===== src/rtl/miniscope_rdctrl_pkg.sv =====
// Shared widths, FSM encoding and header format for the miniscope read/write address controller.
package miniscope_rdctrl_pkg;

    localparam int unsigned RAM_ADRB  = 11;
    localparam int unsigned RAM_WIDTH = 8;
    localparam int unsigned MXTBINS   = 5;
    localparam int unsigned DATA_W    = 2 * RAM_WIDTH;
    localparam int unsigned RD_LAT    = 2;

    localparam logic [2:0] HDR_MARK = 3'b101;

    typedef enum logic [2:0] {
        IDLE  = 3'd0,
        LOAD  = 3'd1,
        READ  = 3'd2,
        FLUSH = 3'd3,
        DONE  = 3'd4
    } rd_state_e;

    typedef struct packed {
        logic [2:0] mark;
        logic [4:0] tbins;
        logic [7:0] adr;
    } mini_hdr_t;

    // Header word announcing a readout: marker, tbin count, low byte of start address
    function automatic mini_hdr_t make_hdr(input logic [4:0] tbins, input logic [7:0] adr);
        mini_hdr_t h;
        h.mark  = HDR_MARK;
        h.tbins = tbins;
        h.adr   = adr;
        return h;
    endfunction

endpackage


===== src/rtl/miniscope_rdctrl_if.sv =====
// Dual-port RAM connection of the miniscope controller: write port, read address, read data and parity.
interface miniscope_rdctrl_if;
    import miniscope_rdctrl_pkg::*;

    logic                fifo_wen;
    logic [RAM_ADRB-1:0] fifo_wadr_mini;
    logic [DATA_W-1:0]   fifo_wdata_mini;
    logic [RAM_ADRB-1:0] fifo_radr_mini;
    logic [DATA_W-1:0]   fifo_rdata_mini;
    logic [1:0]          parity_err_mini;

    modport master (
        output fifo_wen, fifo_wadr_mini, fifo_wdata_mini, fifo_radr_mini,
        input  fifo_rdata_mini, parity_err_mini
    );

    modport slave (
        input  fifo_wen, fifo_wadr_mini, fifo_wdata_mini, fifo_radr_mini,
        output fifo_rdata_mini, parity_err_mini
    );

endinterface


===== src/rtl/miniscope_rdctrl_wrptr.sv =====
// Write side of the miniscope circular buffer: registered data/enable and wrapping write pointer.
module miniscope_rdctrl_wrptr
    import miniscope_rdctrl_pkg::*;
(
    input  logic                clock,
    input  logic                global_reset,
    input  logic                mini_rec_en,
    input  logic [DATA_W-1:0]   mini_data,
    output logic                fifo_wen,
    output logic [RAM_ADRB-1:0] fifo_wadr_mini,
    output logic [DATA_W-1:0]   fifo_wdata_mini
);

    // Pointer advances the cycle after a write; wraps by natural modulo
    always_ff @(posedge clock) begin
        if (global_reset) begin
            fifo_wen        <= 1'b0;
            fifo_wdata_mini <= '0;
            fifo_wadr_mini  <= '0;
        end else begin
            fifo_wen        <= mini_rec_en;
            fifo_wdata_mini <= mini_data;
            if (fifo_wen) begin
                fifo_wadr_mini <= fifo_wadr_mini + RAM_ADRB'(1);
            end
        end
    end

endmodule


===== src/rtl/miniscope_rdctrl.sv =====
// Miniscope RAM write/read address controller with look-back readout to the DMB stream.
// Optional MINI_HEADER_EN: emit one header word ahead of the tbin data.
module miniscope_rdctrl
    import miniscope_rdctrl_pkg::*;
(
    input  logic                 clock,
    input  logic                 global_reset,
    input  logic                 mini_rec_en,
    input  logic [DATA_W-1:0]    mini_data,
    input  logic                 rd_start,
    input  logic [RAM_ADRB-1:0]  rd_offset,
    input  logic [MXTBINS-1:0]   rd_tbins,
    miniscope_rdctrl_if.master   ram,
    output logic [DATA_W-1:0]    mini_dout,
    output logic                 mini_dout_vld,
    output logic                 mini_rd_busy,
    output logic                 mini_rd_done,
    output logic [1:0]           mini_perr
);

    logic                wen;
    logic [RAM_ADRB-1:0] wadr;
    logic [DATA_W-1:0]   wdata;

    rd_state_e           state, state_nxt;
    logic [RAM_ADRB-1:0] lat_offset;
    logic [MXTBINS-1:0]  lat_tbins;
    logic [MXTBINS-1:0]  tbin_cnt;
    logic [RAM_ADRB-1:0] radr;
    logic [1:0]          flush_cnt;
    logic                rd_vld1;
`ifdef MINI_HEADER_EN
    logic                hdr_pend;
`endif

    miniscope_rdctrl_wrptr u_wrptr (
        .clock           (clock),
        .global_reset    (global_reset),
        .mini_rec_en     (mini_rec_en),
        .mini_data       (mini_data),
        .fifo_wen        (wen),
        .fifo_wadr_mini  (wadr),
        .fifo_wdata_mini (wdata)
    );

    assign ram.fifo_wen        = wen;
    assign ram.fifo_wadr_mini  = wadr;
    assign ram.fifo_wdata_mini = wdata;
    assign ram.fifo_radr_mini  = radr;

    always_ff @(posedge clock) begin
        if (global_reset) state <= IDLE;
        else              state <= state_nxt;
    end

    // Readout sequencing; tbins=0 skips READ (and still passes FLUSH when a header is sent)
    always_comb begin
        state_nxt = state;
        case (state)
            IDLE:  if (rd_start) state_nxt = LOAD;
            LOAD: begin
                if (lat_tbins == '0) begin
`ifdef MINI_HEADER_EN
                    state_nxt = FLUSH;
`else
                    state_nxt = DONE;
`endif
                end else begin
                    state_nxt = READ;
                end
            end
            READ:  if (tbin_cnt == MXTBINS'(1)) state_nxt = FLUSH;
            FLUSH: if (flush_cnt == 2'(RD_LAT - 1)) state_nxt = DONE;
            DONE:  state_nxt = IDLE;
            default: state_nxt = IDLE;
        endcase
    end

    always_ff @(posedge clock) begin
        if (global_reset) begin
            lat_offset    <= '0;
            lat_tbins     <= '0;
            tbin_cnt      <= '0;
            radr          <= '0;
            flush_cnt     <= '0;
            rd_vld1       <= 1'b0;
            mini_dout     <= '0;
            mini_dout_vld <= 1'b0;
            mini_rd_busy  <= 1'b0;
            mini_rd_done  <= 1'b0;
            mini_perr     <= '0;
`ifdef MINI_HEADER_EN
            hdr_pend      <= 1'b0;
`endif
        end else begin
            if (state == IDLE && rd_start) begin
                lat_offset <= rd_offset;
                lat_tbins  <= rd_tbins;
            end

            // Start address is a look-back from the live write pointer
            if (state == LOAD) begin
                radr     <= wadr - lat_offset;
                tbin_cnt <= lat_tbins;
            end else if (state == READ) begin
                radr     <= radr + RAM_ADRB'(1);
                tbin_cnt <= tbin_cnt - MXTBINS'(1);
            end

            flush_cnt <= (state == FLUSH) ? flush_cnt + 2'd1 : 2'd0;
            rd_vld1   <= (state == READ);

`ifdef MINI_HEADER_EN
            hdr_pend <= (state == LOAD);
`endif

            if (rd_vld1) begin
                mini_dout     <= ram.fifo_rdata_mini;
                mini_dout_vld <= 1'b1;
`ifdef MINI_HEADER_EN
            end else if (hdr_pend) begin
                mini_dout     <= DATA_W'(make_hdr(5'(lat_tbins), 8'(radr)));
                mini_dout_vld <= 1'b1;
`endif
            end else begin
                mini_dout     <= '0;
                mini_dout_vld <= 1'b0;
            end

            // Parity only counts on cycles carrying a read tbin
            if (state == IDLE && rd_start) begin
                mini_perr <= '0;
            end else if (rd_vld1) begin
                mini_perr <= mini_perr | ram.parity_err_mini;
            end

            mini_rd_busy <= (state_nxt != IDLE);
            mini_rd_done <= (state_nxt == DONE);
        end
    end

endmodule


===== src/flat_wrapper.sv =====
// flat-port wrapper written by rule: the top's interface ports become plain ports
module miniscope_rdctrl_flat import miniscope_rdctrl_pkg::*;
  (clock, global_reset, mini_rec_en, mini_data, rd_start, rd_offset, rd_tbins, mini_dout, mini_dout_vld, mini_rd_busy, mini_rd_done, mini_perr, ram_fifo_wen, ram_fifo_wadr_mini, ram_fifo_wdata_mini, ram_fifo_radr_mini, ram_fifo_rdata_mini, ram_parity_err_mini);
  miniscope_rdctrl_if ram_i ();
  input  logic clock;
  input  logic global_reset;
  input  logic mini_rec_en;
  input  logic [DATA_W-1:0] mini_data;
  input  logic rd_start;
  input  logic [RAM_ADRB-1:0] rd_offset;
  input  logic [MXTBINS-1:0] rd_tbins;
  output logic [DATA_W-1:0] mini_dout;
  output logic mini_dout_vld;
  output logic mini_rd_busy;
  output logic mini_rd_done;
  output logic [1:0] mini_perr;
  output wire logic [$bits(ram_i.fifo_wen)-1:0] ram_fifo_wen;
  output wire logic [$bits(ram_i.fifo_wadr_mini)-1:0] ram_fifo_wadr_mini;
  output wire logic [$bits(ram_i.fifo_wdata_mini)-1:0] ram_fifo_wdata_mini;
  output wire logic [$bits(ram_i.fifo_radr_mini)-1:0] ram_fifo_radr_mini;
  input wire logic [$bits(ram_i.fifo_rdata_mini)-1:0] ram_fifo_rdata_mini;
  input wire logic [$bits(ram_i.parity_err_mini)-1:0] ram_parity_err_mini;
  assign ram_fifo_wen = ram_i.fifo_wen;
  assign ram_fifo_wadr_mini = ram_i.fifo_wadr_mini;
  assign ram_fifo_wdata_mini = ram_i.fifo_wdata_mini;
  assign ram_fifo_radr_mini = ram_i.fifo_radr_mini;
  assign ram_i.fifo_rdata_mini = ram_fifo_rdata_mini;
  assign ram_i.parity_err_mini = ram_parity_err_mini;
  miniscope_rdctrl u_core (.clock(clock), .global_reset(global_reset), .mini_rec_en(mini_rec_en), .mini_data(mini_data), .rd_start(rd_start), .rd_offset(rd_offset), .rd_tbins(rd_tbins), .ram(ram_i), .mini_dout(mini_dout), .mini_dout_vld(mini_dout_vld), .mini_rd_busy(mini_rd_busy), .mini_rd_done(mini_rd_done), .mini_perr(mini_perr));
endmodule

===== config.mk =====
export PLATFORM = sky130hd
export DESIGN_NAME = miniscope_rdctrl_flat
export DESIGN_NICKNAME = d
export VERILOG_FILES = /design/src/rtl/miniscope_rdctrl_pkg.sv /design/src/rtl/miniscope_rdctrl_if.sv /design/src/rtl/miniscope_rdctrl_wrptr.sv /design/src/rtl/miniscope_rdctrl.sv /design/src/flat_wrapper.sv
export SDC_FILE = /design/constraint.sdc
export NUM_CORES = 1
export LEC_CHECK = 0
export BUFFER_PORTS_ARGS = -buffer_cell sky130_fd_sc_hd__buf_2
export CELL_PAD_IN_SITES_DETAIL_PLACEMENT = 1
export CELL_PAD_IN_SITES_GLOBAL_PLACEMENT = 2
export CORE_AREA = 2 2 108 137
export CTS_BUF_LIST = sky130_fd_sc_hd__clkbuf_8
export DETAILED_ROUTE_END_ITERATION = 6
export DIE_AREA = 0 0 110 139
export PLACE_DENSITY_LB_ADDON = 0.1
export SLEW_MARGIN = 20
export SYNTH_ARGS = -nofsm -noshare
export SYNTH_HDL_FRONTEND = slang
export SYNTH_SLANG_ARGS = --single-unit

===== constraint.sdc =====
create_clock -name clock -period 1.8 [get_ports clock]
set_input_delay 0.27 -clock clock [delete_from_list [all_inputs] [get_ports clock]]
set_output_delay 0.27 -clock clock [all_outputs]
set_load 0.05 [all_outputs]

== Yosys cells after proc, flatten, opt, wreduce, memory -nomap -nowiden ==
Cells that the tools add are included.
Word-level totals
  register bits: 87
  output and inout bits: 60
  word-level logic and storage cells: 47
  input bits: 54
Cells by class
  reduce and logical (&&, ||, !) cells: 8
  equality and inequality tests: 6
  add/sub/neg operators: 5
  bitwise operators: 3
  mux-type cells: 10
Operator list (number)
  $add 11x1->11 const B: 2
  $mux 11: 2
  $mux 3: 4
  $pmux 3 s4: 1
  $sub 11x11->11: 1
  $mux 5: 2
  $eq 3x2->1 const B: 2
  $reduce_or 2->1: 3
  $eq 5x1->1 const B: 1
  $logic_not 5->1: 1
  $sub 5x1->5 const B: 1
  $eq 3x1->1 const B: 1
  $eq 3x3->1 const B: 1
  $logic_not 3->1: 1
  $reduce_bool 3->1: 1
  $add 2x1->2 const B: 1
  $eq 2x1->1 const B: 1
  $not 1->1: 2
  $or 2x2->2: 1
  $reduce_bool 2->1: 1
  $logic_and 1x1->1: 1
  $mux 1: 1

== Depth between registers and ports, before layout ==
  depth in word-level cells: 4
  mapped depth: 9
  depth with buffers taken out: 9

== Modules after synthesis ==
Synthesis repeated with hierarchy kept, for this count alone.
Second synthesis, totals
  cells, all modules: 413
  area total of the unflattened synthesis: 3714.8 um^2
By module, submodules not included
  miniscope_rdctrl: sequential area each 1181.1 um^2, times used 1, cells each 322, area an instance 2747.6 um^2
  miniscope_rdctrl_wrptr: sequential area each 560.5 um^2, times used 1, cells each 91, area an instance 967.2 um^2

== Worst setup path after synthesis ==
Ideal clock, no wire load.
  kind: register to register
  start: register u_core.u_wrptr.fifo_wadr_mini[0]
  end: register u_core.radr[8], in the netlist u_core.ram.fifo_radr_mini[8]
  arrival: 2.171 ns
  buffers on the path: 0
  library setup time: 0.093 ns
  cell stages (with the launch flop): 10
  setup slack: -0.464 ns
  period minus slack after synthesis: 2.264 ns
  data required time: 1.707 ns
  path through: dfxtp_1 > inv_1 > ha_1 > inv_1 > fa_1 > a211oi_1 > nor2_1 > o22ai_1 > or4_1 > o311ai_2
On the way
  cells in the longest elaborated chain, start to end: 2
RTL lines
  start: declaration: line miniscope_rdctrl_wrptr.sv:10  | output logic [RAM_ADRB-1:0] fifo_wadr_mini,
  start signal: assignment: line miniscope_rdctrl_wrptr.sv:24  | fifo_wadr_mini <= fifo_wadr_mini + RAM_ADRB'(1);
  $sub 11x11->11: line miniscope_rdctrl.sv:103  | radr <= wadr - lat_offset;
  $mux 11: line miniscope_rdctrl.sv:102  | if (state == LOAD) begin
  end signal: assignment: line miniscope_rdctrl.sv:103
  end signal: assignment: line miniscope_rdctrl.sv:106  | radr <= radr + RAM_ADRB'(1);
  end: declaration: line miniscope_rdctrl.sv:29  | logic [RAM_ADRB-1:0] radr;
No other way between the ends.
A chain may end at the register's enable or synchronous reset.

== Worst setup path in the final report ==
  start: register u_core.u_wrptr.fifo_wadr_mini[0]
  end: register u_core.radr[10], in the netlist u_core.ram.fifo_radr_mini[10]
Same word-level chain as after synthesis.

==> out/metrics.yaml <==
synth.yosys.warnings: 0
timing.critical_path.required_ns: 2.10
avgSynthCellArea_um2: 8.99
synth_edf_count: 0
cellInternalPower_w: 0.00319
worst_pin_slew_ns: 0.854
n_antenna_cell: 0
grt-ovfl-total: 0
worstHoldPathType: "input port to register"
yosys_most_used_dff: "dfxtp_1"
crit_arrival_ns: 2.15
finalNetCount: 648
cpMostUsedCell: "inv_2"
crit_type: "register to register"
final.setup.worst_slack_ns: -0.0520
finalSetupViolations: 4
postLayoutCoreUtil_pct: 37.0
floorplan.die_area_um2: 15300
final_cell_mix: "buf_2, dfxtp_1, nand2_1"
total_leakage_power_nw: 2.32
final.min_clock_period_ns: 1.85
final_max_slew_viol_count: 0
synth.ff_latch_count: 87
floorplan.initialDensity_pct: 27.5
sequential_share_of_the_synthesized_area_pct: 45.2
totalPowerFinal_w: 0.00481
antenna_violations_before_repair: 0
worstSetupStartpointType: "register"
clkLatencyLatePin_ns: 0.38
drive_above_1_share_pct: 35.7
numPlacedInstances: 744
cts_num_sinks: 87
clock_tree_from_tritoncts: "done"
layout_commonest_cell: "buf_2"
final-hold-violation-count: 0
synth.cell_area_um2: 3860
fin_tns_setup_ns: -0.144
switching_power_w: 0.00162
clock-root-buffer: "clkbuf_8"
final.hold.worst_slack_ns: 0.0813
yosysUniqueCellTypes: 66
synthToLayoutAreaGrowth_pct: 34.7
grt_first_pass_wirelength_um: 19000
vias_per_cell: 4.73
largest_net_degree_at_the_start_of_global_routing: 30
ctsHoldBuffers: 0
power.density_cell_area_nw_per_um2: 925
chipWidth_um: 110
floorplan.die.height_um: 139
postRouteWirelength_um: 11800
detailed_routing_iteration_count_for_the_pre_antenna_repair_pass: 4
synthesis.instances: 429
rows: 49
end_kind: "register"
dr_total_vias: 3603
drcViolationCount: 0
final_min_period_over_clock_period_pct: 103
power.share.switching_pct: 33.7
ctsLongestPathBuffers: 2
status: "complete, but fails checks"
failed_checks: "setup timing"
fin_worst_skew_ns: 0.0121
grtUsageTotal_pct: 16.2
grt_setup_unrepaired: "true"
synth_async_sr_flop_share_pct: 0
io_buffers: 113
htree_levels: 3
globalplace.congestion: 0.782
combinationalPowerShare_pct: 24.6
floorplan.io_pins: 114
worst_slew_margin_rel_pct: 42.9
critical-path-slowest-cell: "dfxtp_4"
vdd_ir_drop_max_v: 0.000387
hpwlAfterDp_um: 9240
grt_pass1_vias: 3796
power.sequential.fraction_pct: 44.7
first_iter_violations: 147
cp_cell_sequence: "inv_2 -> ha_4 -> inv_2 -> fa_2 -> a211oi_2 -> nor2_2 -> o311ai_2 -> o311ai_1 -> a21oi_1"
critical_path.max_fanout: 5
floorplan.core_area_um2: 14000
wire_per_inst_um: 15.6
p_clk_share_pct: 30.7
clk_pin_slew_ns: 0.10
postSynthNetCount: 499
max_cap_viol_count: 0
detail-route-antenna-nets: 0
max_freq_mhz: 540
cts_inserted_buffers: 9
cpPeakStageDelay_ns: 0.36
final_cell_count_no_fill: 761
area by class of cell:
class                           instances  area, µm²
Fill cell                            1719       8840
Multi-Input combinational cell        306       2020
Sequential cell                        87       1760
Timing Repair Buffer                  157        921
Tap cell                              178        223
Clock buffer                            9        124
Clock inverter                          7       87.6
Inverter                               17       63.8
metrics by stage:
| step | instance area [µm²] | worst slack [ns] |
|---|---|---|
| floorplan | 3900 | -0.0820 |
| global placement | 4950 | -0.0513 |
| detailed placement | 4950 | -0.0808 |
| CTS | 5170 | -0.0559 |
| global route | 5190 | -0.193 |
| finish | 5190 | -0.0520 |
critical path: cells and delay by family (launching register included):
| family | cells | cell delay, ns |
|---|---|---|
| flip-flops | 1 | 0.36 |
| AND/OR/NAND/NOR | 1 | 0.10 |
| adder cells (fa/ha/maj) | 2 | 0.49 |
| buffers and inverters | 2 | 0.10 |
| AO/OA/AOI/OAI | 4 | 0.75 |
cells by family after synthesis:
group	Yosys count	share of synthesized area [%]
AND/OR/NAND/NOR	179	24.8
AO/OA/AOI/OAI	93	16.5
flip-flops	87	45.2
buffers and inverters	36	4.05
XOR/XNOR	17	3.86
adder cells (fa/ha/maj)	16	5.38
multiplexers	1	0.259
synthesized netlist by cell type, drive strengths merged (3+ instances only):
library cell	n	area share [%]
dfxtp	87	45
nand2	52	5.1
nor2	37	3.6
a21oi	31	4.1
nor2b	20	3.2
inv	17	1.7
and2	16	2.6
ha	15	4.9
o21ai	14	1.8
buf	13	1.8
nor3	13	1.8
nand3	11	1.4
xor2	11	2.5
and3	9	1.6
a211oi	8	1.6
clkbuf	6	0.58
xnor2	6	1.4
a21o	4	0.78
nor3b	4	1.3
o21a	4	0.78
a221oi	3	0.84
nand4	3	0.49
o221ai	3	0.68
o311ai	3	0.88
or3	3	0.49
state kept, by name, summed over array words and instances (netlist names):
register and flops:
u_core.state 3, u_core.flush_cnt 2, u_core.lat_tbins 5, u_core.mini_rd_busy 1, u_core.mini_dout_vld 1, u_core.lat_offset 11
u_core.u_wrptr.fifo_wadr_mini 11, u_core.ram.fifo_radr_mini 11, u_core.tbin_cnt 5, u_core.rd_vld1 1, u_core.u_wrptr.fifo_wdata_mini 16, u_core.mini_perr 2
u_core.mini_dout 16, u_core.mini_rd_done 1, u_core.u_wrptr.fifo_wen 1
timing repair:
item | in CTS | in global routing
buffers inserted | 0 | 1
endpoints found under the setup margin | 7 | 7
resized for setup | 4 | 3
hold endpoints to repair | 0 | 0
pin swaps | 3 | 2
power by group through the flow:
| stage | Combinational (W) | Sequential, W | Clock, W |
|---|---|---|---|
| floorplan | 0.000526 | 0.00241 | 0 |
| global placement | 0.00116 | 0.00219 | 0 |
| detailed placement | 0.00117 | 0.00219 | 0 |
| CTS | 0.00119 | 0.00215 | 0.00155 |
| global route | 0.00129 | 0.00217 | 0.00165 |
| finish | 0.00118 | 0.00215 | 0.00148 |
path summary, 6_finish.rpt:
kind | end | cells past startpoint | startpoint | slack, ns
worst min register to register | u_core.flush_cnt[0]$_SDFF_PP0_ | 1 | u_core.flush_cnt[0]$_SDFF_PP0_ | 0.44
worst max-delay path | u_core.ram.fifo_radr_mini[10]$_SDFFE_PP0P_ | 9 | u_core.u_wrptr.fifo_wadr_mini[0]$_SDFFE_PP0P_ | -0.05
worst min-delay path | u_core.mini_dout[1]$_SDFF_PP0_ | 2 | ram_fifo_rdata_mini[1] | 0.08
worst max register to register | u_core.ram.fifo_radr_mini[10]$_SDFFE_PP0P_ | 9 | u_core.u_wrptr.fifo_wadr_mini[0]$_SDFFE_PP0P_ | -0.05
metal layers:
| metal | track usage, % | share of wire, % | vias to the layer above |
|---|---|---|---|
| met4 | 5.00 | 1.2 | 0 |
| met1 | 18.3 | 41 | 1712 |
| met3 | 4.09 | 4.5 | 9 |
| li1 | - | - | 1799 |
| met5 | 0 | 0 | - |
| met2 | 29.0 | 53 | 83 |
No activity file was read; power rests on OpenSTA's default activity.
